--- config.mk ---
export PLATFORM = sky130hd
export DESIGN_NAME = ex_muldiv_ctrl
export DESIGN_NICKNAME = d
export VERILOG_FILES = /design/src/rtl/ex_muldiv_ctrl_pkg.sv /design/src/rtl/ex_muldiv_ctrl_iter_step.sv /design/src/rtl/ex_muldiv_ctrl.sv
export SDC_FILE = /design/constraint.sdc
export NUM_CORES = 1
export LEC_CHECK = 0
export CAP_MARGIN = 5
export CORE_AREA = 3 3 254 256
export CTS_CLUSTER_DIAMETER = 100
export CTS_CLUSTER_SIZE = 8
export DETAILED_ROUTE_END_ITERATION = 16
export DIE_AREA = 0 0 257 259
export GPL_TIMING_DRIVEN = 0
export HOLD_SLACK_MARGIN = 0.03
export SLEW_MARGIN = 15
export SYNTH_ARGS = -nofsm -noshare
export SYNTH_HDL_FRONTEND = slang
export SYNTH_SLANG_ARGS = --single-unit
--- constraint.sdc ---
create_clock -name clk -period 6.3 [get_ports clk]
set_input_delay 1.26 -clock clk [delete_from_list [all_inputs] [get_ports clk]]
set_output_delay 1.26 -clock clk [all_outputs]
set_load 0.03 [all_outputs]
--- src/rtl/ex_muldiv_ctrl_pkg.sv ---
// ex_muldiv_ctrl_pkg
// Shared types for the EX-stage multiply/divide sequencer.
//   mdu_opcode_e : M-extension funct3 encodings
//   mdu_state_e  : sequencer states
//   MDU_OP_RANGE : bit range of the opcode field, used on port declarations
// Optional build macro consumed by the top: MDU_FAST_MUL_EN.

`ifndef MDU_OP_RANGE
`define MDU_OP_RANGE 2:0
`endif

package ex_muldiv_ctrl_pkg;

    typedef enum logic [2:0] {
        MUL    = 3'b000,
        MULH   = 3'b001,
        MULHSU = 3'b010,
        MULHU  = 3'b011,
        DIV    = 3'b100,
        DIVU   = 3'b101,
        REM    = 3'b110,
        REMU   = 3'b111
    } mdu_opcode_e;

    typedef enum logic [1:0] {
        IDLE = 2'd0,
        CALC = 2'd1,
        DONE = 2'd2
    } mdu_state_e;

endpackage

--- src/rtl/ex_muldiv_ctrl_iter_step.sv ---
// mdu_iter_step
// One iteration of the magnitude datapath, purely combinational.
//   is_div         : 1 = restoring divide step, 0 = shift-add multiply step
//   acc_hi, acc_lo : multiply -> {partial product, remaining multiplier}
//                    divide   -> {partial remainder, dividend/quotient}
//   opb            : multiplicand or divisor magnitude
//   nxt_hi, nxt_lo : accumulator after this iteration

module mdu_iter_step #(
    parameter int XLEN = 32
) (
    input  logic            is_div,
    input  logic [XLEN-1:0] acc_hi,
    input  logic [XLEN-1:0] acc_lo,
    input  logic [XLEN-1:0] opb,
    output logic [XLEN-1:0] nxt_hi,
    output logic [XLEN-1:0] nxt_lo
);

    logic [XLEN:0] add_sum;
    logic [XLEN:0] sub_diff;

    assign add_sum  = {1'b0, acc_hi} + (acc_lo[0] ? {1'b0, opb} : {(XLEN+1){1'b0}});
    // The shifted remainder needs XLEN+1 bits; bit XLEN of the difference is the borrow.
    assign sub_diff = {acc_hi, acc_lo[XLEN-1]} - {1'b0, opb};

    always_comb begin
        nxt_hi = add_sum[XLEN:1];
        nxt_lo = {add_sum[0], acc_lo[XLEN-1:1]};
        if (is_div) begin
            if (sub_diff[XLEN]) begin
                nxt_hi = {acc_hi[XLEN-2:0], acc_lo[XLEN-1]};
                nxt_lo = {acc_lo[XLEN-2:0], 1'b0};
            end else begin
                nxt_hi = sub_diff[XLEN-1:0];
                nxt_lo = {acc_lo[XLEN-2:0], 1'b1};
            end
        end
    end

endmodule

--- src/rtl/ex_muldiv_ctrl.sv ---
// ex_muldiv_ctrl
// RV32M multiply/divide sequencer beside the EX-stage ALU. Runs an iterative
// shift-add multiply or restoring divide on operand magnitudes, applies the
// sign fix-up, handles divide-by-zero / overflow, and stalls EX meanwhile.
// Ports:
//   clk, rst        : clock, asynchronous active-low reset
//   mdu_req         : EX holds a valid M instruction (stable while stalled)
//   mdu_opcode      : funct3
//   mdu_op1/op2     : forwarded rs1 / rs2
//   ex_flush        : kill in-flight operation
//   ex_hold         : EX stalled elsewhere; keep the result presented
//   mdu_stall       : stall request to the pipeline controller
//   mdu_busy        : sequencer not idle
//   mdu_resp_valid  : mdu_result belongs to the instruction in EX
//   mdu_result      : registered result
// Build macro: MDU_FAST_MUL_EN -> single-cycle multiplier, multiplies finish from IDLE.
//
// state | meaning
// IDLE  | waiting for a request; latches magnitudes, signs and opcode
// CALC  | one iteration per cycle, XLEN iterations
// DONE  | result presented; held while ex_hold

module ex_muldiv_ctrl
    import ex_muldiv_ctrl_pkg::*;
#(
    parameter int XLEN  = 32,
    parameter int CNT_W = $clog2(XLEN)
) (
    input  logic                 clk,
    input  logic                 rst,
    input  logic                 mdu_req,
    input  logic [`MDU_OP_RANGE] mdu_opcode,
    input  logic [XLEN-1:0]      mdu_op1,
    input  logic [XLEN-1:0]      mdu_op2,
    input  logic                 ex_flush,
    input  logic                 ex_hold,
    output logic                 mdu_stall,
    output logic                 mdu_busy,
    output logic                 mdu_resp_valid,
    output logic [XLEN-1:0]      mdu_result
);

    mdu_state_e  state, state_nxt;
    logic [CNT_W-1:0] cnt;
    mdu_opcode_e op_q;
    logic        res_neg_q, rem_neg_q;
    logic [XLEN-1:0] acc_hi, acc_lo, opb_q, result_q;
    logic [XLEN-1:0] step_hi, step_lo;

    mdu_opcode_e in_op;
    logic        in_div, a_signed, b_signed, a_neg, b_neg;
    logic        accept, div_zero, div_ovf, special, fast_mul, last_iter;
    logic [XLEN-1:0] mag_a, mag_b, special_res;

    assign in_op    = mdu_opcode_e'(mdu_opcode);
    assign in_div   = mdu_opcode[2];
    assign a_signed = (in_op == MUL) || (in_op == MULH) || (in_op == MULHSU) ||
                      (in_op == DIV) || (in_op == REM);
    assign b_signed = (in_op == MUL) || (in_op == MULH) || (in_op == DIV) || (in_op == REM);
    assign a_neg    = a_signed & mdu_op1[XLEN-1];
    assign b_neg    = b_signed & mdu_op2[XLEN-1];
    assign mag_a    = a_neg ? -mdu_op1 : mdu_op1;
    assign mag_b    = b_neg ? -mdu_op2 : mdu_op2;

    assign accept   = mdu_req & ~ex_flush;
    assign div_zero = in_div && (mdu_op2 == '0);
    assign div_ovf  = ((in_op == DIV) || (in_op == REM)) &&
                      (mdu_op1 == {1'b1, {(XLEN-1){1'b0}}}) && (mdu_op2 == '1);
    assign special  = div_zero | div_ovf;
    assign last_iter = (cnt == CNT_W'(XLEN-1));

`ifdef MDU_FAST_MUL_EN
    logic [2*XLEN-1:0] fast_prod;
    assign fast_prod = mag_a * mag_b;
    assign fast_mul  = ~in_div;
`else
    assign fast_mul  = 1'b0;
`endif

    always_comb begin
        special_res = '0;
        if (div_zero)
            special_res = ((in_op == DIV) || (in_op == DIVU)) ? '1 : mdu_op1;
        else if (in_op == DIV)
            special_res = {1'b1, {(XLEN-1){1'b0}}};
    end

    // Magnitude result -> architectural result for the given opcode.
    function automatic logic [XLEN-1:0] fix_result(input mdu_opcode_e op,
                                                    input logic res_neg,
                                                    input logic rem_neg,
                                                    input logic [XLEN-1:0] hi,
                                                    input logic [XLEN-1:0] lo);
        logic [2*XLEN-1:0] prod;
        logic [XLEN-1:0]   quo, rmd;
        prod = res_neg ? -{hi, lo} : {hi, lo};
        quo  = res_neg ? -lo : lo;
        rmd  = rem_neg ? -hi : hi;
        case (op)
            MUL:                 return prod[XLEN-1:0];
            MULH, MULHSU, MULHU: return prod[2*XLEN-1:XLEN];
            DIV, DIVU:           return quo;
            default:             return rmd;
        endcase
    endfunction

    mdu_iter_step #(.XLEN(XLEN)) u_step (
        .is_div (op_q[2]),
        .acc_hi (acc_hi),
        .acc_lo (acc_lo),
        .opb    (opb_q),
        .nxt_hi (step_hi),
        .nxt_lo (step_lo)
    );

    always_ff @(posedge clk or negedge rst) begin
        if (!rst) state <= IDLE;
        else      state <= state_nxt;
    end

    always_comb begin
        state_nxt = state;
        case (state)
            IDLE: if (accept) state_nxt = (special || fast_mul) ? DONE : CALC;
            CALC: if (ex_flush) state_nxt = IDLE;
                  else if (last_iter) state_nxt = DONE;
            DONE: if (ex_flush || !ex_hold) state_nxt = IDLE;
            default: state_nxt = IDLE;
        endcase
    end

    always_ff @(posedge clk or negedge rst) begin
        if (!rst) begin
            cnt       <= '0;
            op_q      <= MUL;
            res_neg_q <= 1'b0;
            rem_neg_q <= 1'b0;
            acc_hi    <= '0;
            acc_lo    <= '0;
            opb_q     <= '0;
            result_q  <= '0;
        end else begin
            case (state)
                IDLE: if (accept) begin
                    op_q      <= in_op;
                    res_neg_q <= a_neg ^ b_neg;
                    rem_neg_q <= a_neg;
                    acc_hi    <= '0;
                    acc_lo    <= mag_a;
                    opb_q     <= mag_b;
                    cnt       <= '0;
                    if (special)
                        result_q <= special_res;
`ifdef MDU_FAST_MUL_EN
                    else if (fast_mul)
                        result_q <= fix_result(in_op, a_neg ^ b_neg, a_neg,
                                               fast_prod[2*XLEN-1:XLEN], fast_prod[XLEN-1:0]);
`endif
                end
                CALC: if (ex_flush) begin
                    cnt <= '0;
                end else begin
                    acc_hi <= step_hi;
                    acc_lo <= step_lo;
                    cnt    <= cnt + 1'b1;
                    if (last_iter)
                        result_q <= fix_result(op_q, res_neg_q, rem_neg_q, step_hi, step_lo);
                end
                default: cnt <= '0;
            endcase
        end
    end

    assign mdu_resp_valid = (state == DONE);
    assign mdu_busy       = (state != IDLE);
    assign mdu_stall      = mdu_req & ~mdu_resp_valid & ~ex_flush;
    assign mdu_result     = result_q;

    // EX must keep the instruction in place while iterating.
    a_req_held: assert property (@(posedge clk) disable iff (!rst)
                                 (state == CALC && !ex_flush) |-> mdu_req);

endmodule

==> results of run 1 <==
-- cell usage after synthesis (17+ instances only) --
master,number
sky130_fd_sc_hd__or3_1,21
sky130_fd_sc_hd__a22o_1,17
sky130_fd_sc_hd__inv_1,64
sky130_fd_sc_hd__nand4_1,32
sky130_fd_sc_hd__nor2_1,211
sky130_fd_sc_hd__dfrtp_1,140
sky130_fd_sc_hd__a21oi_1,188
sky130_fd_sc_hd__o21ai_1,19
sky130_fd_sc_hd__clkbuf_1,84
sky130_fd_sc_hd__o21ai_0,190
sky130_fd_sc_hd__o211ai_1,23
sky130_fd_sc_hd__a31oi_1,40
sky130_fd_sc_hd__nand2b_1,22
sky130_fd_sc_hd__xnor2_1,83
sky130_fd_sc_hd__mux2_2,19
sky130_fd_sc_hd__nand2_1,206
sky130_fd_sc_hd__xor2_1,83
sky130_fd_sc_hd__o31ai_1,30
sky130_fd_sc_hd__and2_1,48
sky130_fd_sc_hd__a21o_1,23
sky130_fd_sc_hd__mux2i_1,33
sky130_fd_sc_hd__nand3_1,50
sky130_fd_sc_hd__nor3_1,58
sky130_fd_sc_hd__buf_2,27
sky130_fd_sc_hd__ha_1,71
-- through the flow --
step	setup TNS [ns]	setup WS, ns
finish	0	0.04879
global route	-0.07334	-0.04318
CTS	0	0.008748
detailed placement	-20.46	-1.062
global placement	-328.25	-2.230
floorplan	0	0.9504
-- timing repair --
| item | in CTS | in global routing |
|---|---|---|
| resized for setup | 22 | 17 |
| setup endpoints to repair | 22 | 20 |
| buffers inserted | 5 | 3 |
| endpoints found under the hold margin | 0 | 0 |
| pin swaps | 9 | 6 |
-- critical path, stage by stage, from the launching register on --
cell,delay (ns)
sky130_fd_sc_hd__dfrtp_1,0.36
sky130_fd_sc_hd__buf_2,0.29
sky130_fd_sc_hd__buf_2,0.31
sky130_fd_sc_hd__clkbuf_4,0.34
sky130_fd_sc_hd__buf_2,0.31
sky130_fd_sc_hd__buf_2,0.32
sky130_fd_sc_hd__clkbuf_4,0.33
sky130_fd_sc_hd__buf_4,0.28
sky130_fd_sc_hd__clkbuf_4,0.33
sky130_fd_sc_hd__buf_4,0.32
sky130_fd_sc_hd__a21oi_1,0.19
sky130_fd_sc_hd__inv_1,0.12
sky130_fd_sc_hd__ha_2,0.22
sky130_fd_sc_hd__nand2_1,0.07
sky130_fd_sc_hd__or3_1,0.35
sky130_fd_sc_hd__o211a_4,0.32
sky130_fd_sc_hd__a2111oi_4,0.42
sky130_fd_sc_hd__nand4_1,0.14
sky130_fd_sc_hd__buf_4,0.19
sky130_fd_sc_hd__o21ai_1,0.16
sky130_fd_sc_hd__xnor2_1,0.14
sky130_fd_sc_hd__o221ai_1,0.21
sky130_fd_sc_hd__a221o_1,0.37
-- how the worst max path moves through the flow --
| stage | cells after the start | to | slack [ns] |
|---|---|---|---|
| finish | 22 | mdu_result[26]$_DFFE_PN0P_ | 0.05 |
| global route | 23 | mdu_result[28]$_DFFE_PN0P_ | -0.04 |
| CTS | 21 | mdu_result[26]$_DFFE_PN0P_ | 0.009 |
| detailed placement | 21 | mdu_result[28]$_DFFE_PN0P_ | -1.06 |
| global placement | 1 | opb_q[0]$_DFFE_PN0P_ | -2.23 |
| floorplan | 23 | mdu_result[10]$_DFFE_PN0P_ | 0.95 |
-- power by group --
group / internal [mW] / switching [mW]
Combinational: 1.68 / 3.16
Clock: 0.634 / 0.463
Sequential: 1.07 / 0.286
Total: 3.39 / 3.91
-- area by class of cell --
cell class | instances | area share
Tap cell | 846 | 0.05699
Clock inverter | 13 | 0.009026
Timing Repair Buffer | 115 | 0.06210
Inverter | 67 | 0.01354
Sequential cell | 140 | 0.1887
Buffer | 126 | 0.03045
Multi-Input combinational cell | 1754 | 0.6154
Clock buffer | 19 | 0.02384
-- kinds of logic (layout without fill, tap and decap cells) --
logic type / count (synthesis) / count (layout) / synth area share
buffers and inverters: 195 / 340 / 0.05145
and+or+nand+nor: 734 / 734 / 0.2289
adders and majority gates: 73 / 73 / 0.05966
DFF: 140 / 140 / 0.2251
xor gates and xnor gates: 166 / 166 / 0.09342
AOI/OAI and AO/OA: 729 / 729 / 0.3065
muxes: 52 / 52 / 0.03497
-- flip-flops by register name, summed over array words and instances (netlist names) --
register / flops
opb_q: 32
op_q: 3
rem_neg_q: 1
cnt: 5
state: 2
acc_hi: 32
res_neg_q: 1
acc_lo: 32
mdu_result: 32
-- layer usage --
| layer | vias to the layer above | share of wire | track usage |
|---|---|---|---|
| met5 | - | 0 | 0 |
| met4 | 0 | 0.078 | 0.1409 |
| met3 | 197 | 0.073 | 0.02975 |
| met2 | 836 | 0.44 | 0.3078 |
| met1 | 8320 | 0.41 | 0.2513 |
| li1 | 7970 | - | - |
==> results by stage, run 1 <==
Detailed routing:
- The final wirelength is 67.76 mm.
- In the routed design, unresolved DRC markers number 0.
- The routed length per instance is 22.00 um.
- The starting DRC count in detailed routing is 1860.
- The via density per instance is 5.624.
- The count of nets left with antenna violations once routing finished came out at 0.
- The number of optimization iterations in the first detailed-route pass is 6.
- For this block, the via count after detailed routing is 17.32k.

Clock network:
- The insertion delay to the later sink of the worst-skew pair is 0.47 ns.
- The hold-fix buffer count after cts is 0.
- Clock-pin slew was measured on the worst setup and hold paths at 0.07 ns.
- TritonCTS built the clock tree.
- The clock sink total is 140.
- The H-tree was split into 4 levels.
- The number of buffers added by the clock tree synthesis step is 17.
- CTS placed an instance of sky130_fd_sc_hd__clkbuf_16 at the clock tree root.
- The buffer depth of the longest clock path is 2.

Worst setup path:
- Along the worst path, the maximum fanout reaches 10.
- The arrival time of data at the critical path endpoint is 6.60 ns.
- The origin of the worst setup path is op_q[2]$_DFFE_PN0P_.
- In this run the critical register-to-register path is launched from op_q[2]$_DFFE_PN0P_.
- The worst register-to-register path has a depth of 22.
- For the worst setup path, the data required time is 6.65 ns.
- For flop-to-flop paths, the worst setup slack is 0.05 ns.
- The reg-to-reg endpoint is mdu_result[26]$_DFFE_PN0P_.
- The worst setup path is of the flop to flop kind.
- STA classifies the critical path endpoint as a flop.
- The sort of element at the start of the critical path is a flop.

Hold path:
- The worst min-delay path startpoint is mdu_result[16]$_DFFE_PN0P_.
- The min-delay analysis places its worst path in the category flop to flop.
- Counting instances, the worst hold path has a depth of 2.
- The worst min-delay path endpoint is mdu_result[16]$_DFFE_PN0P_.

Yosys:
- The share of synthesized area in the top cell type comes to 0.2251.
- The net count after synthesis is 2234.
- Summing every instance area after synthesis gives 0.01556 mm^2.
- In this run the mean area of a mapped cell was 7.450 um^2.
- The number of different library cells in the post-synthesis netlist is 99.
- Of all flip-flops after synthesis, the portion carrying an async set or reset was 1.000.
- The number of warning messages in the yosys log is 0.
- The prevailing post-synth register cell is sky130_fd_sc_hd__dfrtp_1.
- The library cell with the largest summed area after synthesis is sky130_fd_sc_hd__dfrtp_1.
- The number of storage elements in the synthesis netlist is 140.
- In this run, synthesis inferred 0 flip-flops with an integrated enable.
- By area the synthesized netlist is led by sky130_fd_sc_hd__dfrtp_1 (23%), sky130_fd_sc_hd__o21ai_0 (6.1%), sky130_fd_sc_hd__a21oi_1 (6.0%).
- Synthesis handed over a netlist of 2089 instances.
- The post-synthesis sequential area ratio is 0.2251.

Global routing:
- The initial antenna violation count is 0.
- The first global-routing pass estimated 101.8 mm of wire.
- The number of global-route vias before repair is 16.50k.
- In the global route stage, overall resource usage came out at 0.1981.
- The total overflow left after global routing is 0.
- The maximum number of pins on one net before global-route repair is 94.

Layout:
- Across the whole layout, storage elements account for 0.003505 mm^2.
- In the layout the commonest cells are sky130_fd_sc_hd__nor2_1 (210), sky130_fd_sc_hd__nand2_1 (205), sky130_fd_sc_hd__o21ai_0 (190).
- The count of antenna diodes in the layout is 0.
- The area of the multi-input gates is 0.01143 mm^2.
- The area growth from synthesis to layout is 19.36%.
- The filler cells instantiated in the layout total 6788.
- The library cell used most frequently in the layout, excluding fill and tap cells, is sky130_fd_sc_hd__nor2_1.
- The post-layout net count is 2366.
- The proportion of layout cells with a drive suffix above 1 is 0.08147.
- The core occupancy in the finished layout is 0.2961.
- The finished cells cover 0.01858 mm^2.
- The filler-free cell count of the finished design is 3080.

Placement:
- The number of buffers inserted by port buffering is 106.
- The half-perimeter wire length after detailed placement is 53.85 mm.
- Counting tap cells, the placed design contains a total of 3042 instances.
- The cell area after placement is 0.01772 mm^2.
- The placer congestion estimate is 0.9884.

Power:
- The static power due to leakage is 7.213 nW.
- Total power for the finished layout comes to 7.293 mW.
- Dividing total power by cell area gives a power density of 392.6 mW/mm^2.
- The largest vdd supply drop is 244.7 uV.

Outcome:
- The flow ran to the end, and the final reports show no timing, DRC or antenna violations.

STA:
- Final hold analysis gives a worst-case slack of 0.4856 ns.
- Setup violations remaining at the end of the flow were counted as 0.
- The max-slew violation count was 0.
- In the finished design, the share of the clock period the worst path needs comes to 0.9923.
- The maximum clock frequency is 160.0 MHz.
- At the pin with the least slew margin, the transition time is 1.128 ns.
- The post-route minimum period is 6.251 ns.
- On the final layout, the worst clock skew is 0.01519 ns.
- The final-report hold violation count is 0.
- The normalized max-slew margin is 0.2450.

Floorplan:
- The floorplan has 92 rows.
- The die covers 0.06656 mm^2.
- Measured along the y axis, the die boundary spans 259 um.
- The total area inside the core boundary comes to 0.06274 mm^2.
- 107 I/O pins were placed.
- The horizontal die dimension is 257 um.
- For this configuration, the core starts out at a cell density of 0.2481.

Run:
- The tool flagged a number of max-cap violations equal to 0.
(Power assumes the default switching activity.)
==> run 2: changes to the inputs <==
--- a/config.mk
+++ b/config.mk
@@ -12,7 +12,6 @@
 export DETAILED_ROUTE_END_ITERATION = 16
 export DIE_AREA = 0 0 257 259
 export GPL_TIMING_DRIVEN = 0
-export HOLD_SLACK_MARGIN = 0.03
 export SLEW_MARGIN = 15
 export SYNTH_ARGS = -nofsm -noshare
 export SYNTH_HDL_FRONTEND = slang
==> results of run 2 <==
The final DEF is identical to that of run 1; final timing and power are the same.
